[src/rtl/spi_frame_slave.sv]
// SPI slave front end: synchronises the SPI pins, decodes command + data frames into
// register-bank writes and serialises read data on MISO. Define SPI_STATUS_EN to shift a status byte out during the command phase.
module spi_frame_slave #(
  parameter int ADDR_W      = 4,
  parameter int REG_W       = 8,
  parameter int SYNC_STAGES = 2
) (
  input  logic              clk,
  input  logic              rstb,
  input  logic              ena,
  input  logic [1:0]        mode,
  input  logic              spi_cs_n,
  input  logic              spi_clk,
  input  logic              spi_mosi,
  output logic              spi_miso,
  output logic [ADDR_W-1:0] reg_addr,
  input  logic [REG_W-1:0]  reg_data_i,
  output logic [REG_W-1:0]  reg_data_o,
  output logic              reg_data_o_dv,
  input  logic [7:0]        status
);

  localparam int TX_W  = (REG_W > 8) ? REG_W : 8;
  localparam int CNT_W = $clog2(TX_W + 1);

  typedef enum logic [1:0] {S_IDLE, S_CMD, S_DATA, S_DONE} state_t;

  state_t                 r_state, w_state_nxt;
  logic [SYNC_STAGES-1:0] r_cs_sync, r_clk_sync, r_mosi_sync;
  logic                   r_cs_d, r_sclk_d;
  logic                   w_cs, w_sclk, w_mosi;
  logic                   w_cs_fall, w_cs_rise, w_lead, w_trail;
  logic                   w_sample, w_shift, w_abort, w_last_cmd, w_last_data;
  logic [CNT_W-1:0]       r_cnt;
  logic [ADDR_W-1:0]      r_addr_sr, w_addr_shift;
  logic [REG_W-1:0]       r_data_sr, w_data_shift;
  logic [TX_W-1:0]        r_tx, w_tx_shl, w_tx_load, w_tx_start;
  logic                   r_wr, r_first, r_load;

  // cs_n syncs reset low so a select already held low at reset release is not seen as a fall
  always_ff @(posedge clk or negedge rstb) begin
    if (!rstb) begin
      r_cs_sync   <= '0;
      r_clk_sync  <= '0;
      r_mosi_sync <= '0;
      r_cs_d      <= 1'b0;
      r_sclk_d    <= 1'b0;
    end else begin
      r_cs_sync   <= {r_cs_sync[SYNC_STAGES-2:0], spi_cs_n};
      r_clk_sync  <= {r_clk_sync[SYNC_STAGES-2:0], spi_clk};
      r_mosi_sync <= {r_mosi_sync[SYNC_STAGES-2:0], spi_mosi};
      r_cs_d      <= w_cs;
      r_sclk_d    <= w_sclk;
    end
  end

  assign w_cs      = r_cs_sync[SYNC_STAGES-1];
  assign w_sclk    = r_clk_sync[SYNC_STAGES-1];
  assign w_mosi    = r_mosi_sync[SYNC_STAGES-1];
  assign w_cs_fall = r_cs_d & ~w_cs;
  assign w_cs_rise = ~r_cs_d & w_cs;
  assign w_lead    = (w_sclk != mode[1]) && (r_sclk_d == mode[1]);
  assign w_trail   = (w_sclk == mode[1]) && (r_sclk_d != mode[1]);
  assign w_sample  = mode[0] ? w_trail : w_lead;
  assign w_shift   = mode[0] ? w_lead : w_trail;
  assign w_abort   = !ena || w_cs_rise;

  assign w_last_cmd   = (r_state == S_CMD) && w_sample && (r_cnt == CNT_W'(7));
  assign w_last_data  = (r_state == S_DATA) && w_sample && (r_cnt == CNT_W'(REG_W - 1));
  assign w_addr_shift = ADDR_W'({r_addr_sr, w_mosi});
  assign w_data_shift = REG_W'({r_data_sr, w_mosi});
  assign w_tx_shl     = r_tx << 1;
  assign w_tx_load    = TX_W'(reg_data_i) << (TX_W - REG_W);

`ifdef SPI_STATUS_EN
  assign w_tx_start = TX_W'(status) << (TX_W - 8);
`else
  logic w_unused_status;
  assign w_unused_status = ^status;
  assign w_tx_start      = '0;
`endif

  always_ff @(posedge clk or negedge rstb) begin
    if (!rstb) r_state <= S_IDLE;
    else       r_state <= w_state_nxt;
  end

  always_comb begin
    w_state_nxt = r_state;
    case (r_state)
      S_IDLE:  if (w_cs_fall)   w_state_nxt = S_CMD;
      S_CMD:   if (w_last_cmd)  w_state_nxt = S_DATA;
      S_DATA:  if (w_last_data) w_state_nxt = S_DONE;
      default: w_state_nxt = r_state;
    endcase
    if (w_abort) w_state_nxt = S_IDLE;
  end

  always_ff @(posedge clk or negedge rstb) begin
    if (!rstb) begin
      r_cnt         <= '0;
      r_addr_sr     <= '0;
      r_data_sr     <= '0;
      r_tx          <= '0;
      r_wr          <= 1'b0;
      r_first       <= 1'b0;
      r_load        <= 1'b0;
      spi_miso      <= 1'b0;
      reg_addr      <= '0;
      reg_data_o    <= '0;
      reg_data_o_dv <= 1'b0;
    end else begin
      reg_data_o_dv <= 1'b0;
      if (w_abort) begin
        r_cnt    <= '0;
        r_tx     <= '0;
        r_first  <= 1'b0;
        r_load   <= 1'b0;
        spi_miso <= 1'b0;
      end else begin
        case (r_state)
          S_IDLE: begin
            if (w_cs_fall) begin
              r_cnt    <= '0;
              r_first  <= mode[0];
              r_load   <= 1'b0;
              r_tx     <= w_tx_start;
              spi_miso <= w_tx_start[TX_W-1];
            end
          end
          S_CMD: begin
            if (w_sample) begin
              r_addr_sr <= w_addr_shift;
              if (r_cnt == '0) r_wr <= w_mosi;
              if (w_last_cmd) begin
                reg_addr <= w_addr_shift;
                r_cnt    <= '0;
                r_load   <= 1'b1;
              end else begin
                r_cnt <= r_cnt + CNT_W'(1);
              end
            end else if (w_shift) begin
              // With CPHA=1 the first leading edge only presents the already-loaded MSB
              if (r_first) begin
                r_first <= 1'b0;
              end else begin
                r_tx     <= w_tx_shl;
                spi_miso <= w_tx_shl[TX_W-1];
              end
            end
          end
          S_DATA: begin
            if (w_sample) begin
              r_data_sr <= w_data_shift;
              if (w_last_data) begin
                r_cnt    <= '0;
                r_tx     <= '0;
                spi_miso <= 1'b0;
                if (r_wr) begin
                  reg_data_o    <= w_data_shift;
                  reg_data_o_dv <= 1'b1;
                end
              end else begin
                r_cnt <= r_cnt + CNT_W'(1);
              end
            end else if (w_shift) begin
              if (r_load) begin
                r_load   <= 1'b0;
                r_tx     <= w_tx_load;
                spi_miso <= w_tx_load[TX_W-1];
              end else begin
                r_tx     <= w_tx_shl;
                spi_miso <= w_tx_shl[TX_W-1];
              end
            end
          end
          default: spi_miso <= 1'b0;
        endcase
      end
    end
  end

endmodule

[config.mk]
export PLATFORM = sky130hd
export DESIGN_NAME = spi_frame_slave
export DESIGN_NICKNAME = d
export VERILOG_FILES = /design/src/rtl/spi_frame_slave.sv
export SDC_FILE = /design/constraint.sdc
export NUM_CORES = 1
export LEC_CHECK = 0
export ABC_AREA = 1
export CORE_AREA = 2 2 70 72
export CTS_BUF_LIST = sky130_fd_sc_hd__clkbuf_16
export DETAILED_ROUTE_END_ITERATION = 8
export DIE_AREA = 0 0 72 74
export DONT_BUFFER_PORTS = 1
export MAX_ROUTING_LAYER = met4
export PLACE_DENSITY = 0.74
export RECOVER_POWER = 100
export SYNTH_ARGS = -nofsm -noshare
export SYNTH_HDL_FRONTEND = slang
export SYNTH_SLANG_ARGS = --single-unit
[constraint.sdc]
create_clock -name clk -period 1.6 [get_ports clk]
set_input_delay 0.32 -clock clk [delete_from_list [all_inputs] [get_ports clk]]
set_output_delay 0.32 -clock clk [all_outputs]
set_load 0.005 [all_outputs]
==> impl_metrics.yaml <==
sta:
  tightestPinTransition_ns: 0.652
  maxSlewViolCount: 0
  skew_ns: 0.00854
  max_freq_ghz: 0.634
  finalSetupViolCount: 0
  slew_headroom_pct: 56.5
  timing.final.hold_violations: 0
  fin_crit_sh_pct: 98.6
  fin_hold_ws_ns: 0.0613
  timing.final.ws_setup_ns: 0.0230
  min_period_ns: 1.58
  rsz0062_at_grt: "true"
route:
  vias: 1854
  drc: 0
  ant_nets: 0
  finalWirelength_mm: 5.12
  viasPerCell: 5.34
  avgRoutedWirePerCell_um: 14.8
  drt_iter0_markers: 120
  dr.pass1.iters: 4
worst_setup_path:
  arrival_ns: 1.76
  crit_path_max_incr_delay_ns: 0.42
  cp-start-kind: "flip-flop"
  crit_path_end_kind: "flip-flop"
  crit_fanout: 7
  crit_chain: "inv_2, buf_4, ha_4, inv_2, nand2_4, nor2_4, buf_6, nor2_8, buf_4, nand3_1, nand2_1"
  crit_family: "buffers and inverters"
  reg2reg_depth: 11
  required_ns: 1.78
  worstSetupPathType: "flip-flop to flip-flop"
  cp.buffers_inverters: 5
  crit_cells: 11
  cp_slowest_cell: "dfrtp_1"
grt:
  grt_overflow: 0
  grt_pass1_vias: 1866
  antenna_found_initial: 0
  grt_pass1_wl_mm: 8.41
  groute.usage.overall_pct: 21.2
  grt_max_degree: 49
clock_tree:
  insertion_delay_ns: 0.29
  cts_root_buf: "clkbuf_16"
  cts_made_buffers: 5
  numClockSinks: 48
  htreeDepth: 2
  cts_tree: "done"
  path_clk_slew_ns: 0.07
  cts_buffer_depth: 2
placement:
  dp.cells: 329
  portBuffers: 0
  pre_cts_slack_ns: -0.0833
  gp_congestion: 0.864
  dpl.hpwl_mm: 3.24
floorplan:
  dieArea_mm2: 0.00533
  pin_count: 38
  dieHeight_um: 74
  die_w_um: 72
  core_mm2: 0.00460
  initial_core_util_pct: 55.1
  row_count: 25
final_layout:
  fin_util_pct: 65.7
  fin_cells: 347
  syn_to_final_growth_pct: 19.2
  nets: 322
  layout-drive-gt1-share_pct: 33.1
  n_antenna_cell: 0
synth:
  ys.flop_type: "dfrtp_1"
  syn_nets: 297
  synthTopCellsByCount: "nand2_1, dfrtp_1, nand3_1"
  postSynth.asyncResetShare_pct: 100
  yosysSeqAreaShare_pct: 47.4
  synth-edff-count: 0
  synth.distinct_cells: 29
  synth_compound_area_share_pct: 10.3
  yosys.area.top_type: "dfrtp_1"
  yosys_warnings: 0
  avgSynthCellArea_um2: 9.46
  muxShareOfSynthArea_pct: 3.11
  synth-seq-cells: 48
  synthXorXnorAreaFrac_pct: 0.691
  synth_cells: 268
  synth_top_family_by_area: "simple AND/OR/NAND/NOR gates"
  synth_top_area_share_pct: 47.4
  synth.top_cells.by_area: "dfrtp_1, nand2_1, nand3_1"
  synthSimpleGateAreaFrac_pct: 28.6
  yosysMostFrequentCell: "nand2_1"
  syn_area_mm2: 0.00253
  synth_fa_ha_area_share_pct: 2.47
run:
  cap_violations: 0
power:
  p_leak_nw: 1.44
  p_per_area_mw_per_mm2: 1310
  max-vdd-ir-drop_v: 0.000833
status:
  status: "completed"
min_path:
  min_delay_path_depth: 0
  hold_class: "input pin to flip-flop"
## worst register-to-register path, cell delays in order, from the launching register on
cell and delay, ns:
dfrtp_1 0.42, inv_2 0.08, buf_4 0.14, ha_4 0.17
inv_2 0.06, nand2_4 0.05, nor2_4 0.13, buf_6 0.13
nor2_8 0.05, buf_4 0.13, nand3_1 0.05, nand2_1 0.05
## registers in the layout, summed over array words and instances, names as in the netlist, 2 cells and up
register	count
r_cs_sync	2
r_clk_sync	2
reg_addr	4
reg_data_o	8
r_addr_sr	3
r_cnt	4
r_mosi_sync	2
r_data_sr	7
r_tx	7
r_state	2
## layer usage
layer | part of all wire, % | track usage, % | routed length, µm | vias up
met5 | 0 | - | 0 | -
met4 | 1.4 | 5.66 | 74 | 0
met3 | 5.5 | 4.61 | 284 | 8
met2 | 51 | 36.9 | 2620 | 48
met1 | 42 | 25.0 | 2140 | 877
li1 | - | - | - | 921
## power by group
part           internal, W  switching [W]
Sequential         0.00134       0.000117
Combinational     0.000631       0.000876
Clock             0.000567       0.000424
Total              0.00254        0.00142
## worst paths after layout
check	start	to	slack (ns)
worst max-delay path	r_state[0]$_DFFE_PN0P_	r_tx[1]$_DFFE_PN0P_	0.02
worst min-delay path	spi_mosi	r_mosi_sync[0]$_DFF_PN0_	0.06
worst max register to register	r_state[0]$_DFFE_PN0P_	r_tx[1]$_DFFE_PN0P_	0.02
min in group asynchronous	rstb	r_tx[4]$_DFFE_PN0P_	0.63
worst min register to register	r_cs_sync[0]$_DFF_PN0_	r_cs_sync[1]$_DFF_PN0_	0.35
max in group asynchronous	rstb	r_first$_DFFE_PN0P_	0.52
## cell type report
type	count	area (µm²)
Clock buffer	5	125
Clock inverter	2	12.5
Fill cell	361	1580
Inverter	35	144
Multi-Input combinational cell	180	1270
Sequential cell	48	1200
Tap cell	54	67.6
Timing Repair Buffer	23	203
## layout by cell type (no fill, tap or decap), types with 8 or more instances in the layout
master,synthesis,layout
nand2_1,66,60
dfrtp_1,48,48
nand3_1,29,27
inv_1,25,21
buf_4,0,16
o21ai_2,12,11
o21ai_1,10,10
inv_2,8,9
o21ai_0,8,8
## what timing repair did
action                     4_1_cts  5_1_grt
pin swaps                        6       15
hold buffers                     2        0
setup endpoints to repair       17       26
cloned                           1        0
resized for setup               11       21
hold endpoints to repair        48        0
buffers inserted                 3        5
## stage by stage
step | setup TNS, ns | area, µm² | power [W]
floorplan | 0 | 2530 | 0.00229
global placement | -0.347 | 2660 | 0.00255
detailed placement | -0.892 | 2660 | 0.00258
CTS | 0 | 2910 | 0.00379
global route | -0.524 | 3020 | 0.00418
finish | 0 | 3020 | 0.00396
## cell families after synthesis
kind of cell / Yosys count
adders and majority gates: 5
and+or+nand+nor: 125
DFF: 48
buffers and inverters: 41
muxes: 7
xor gates and xnor gates: 2
AOI/OAI and AO/OA: 40
Power figures use the tool's default switching activity.
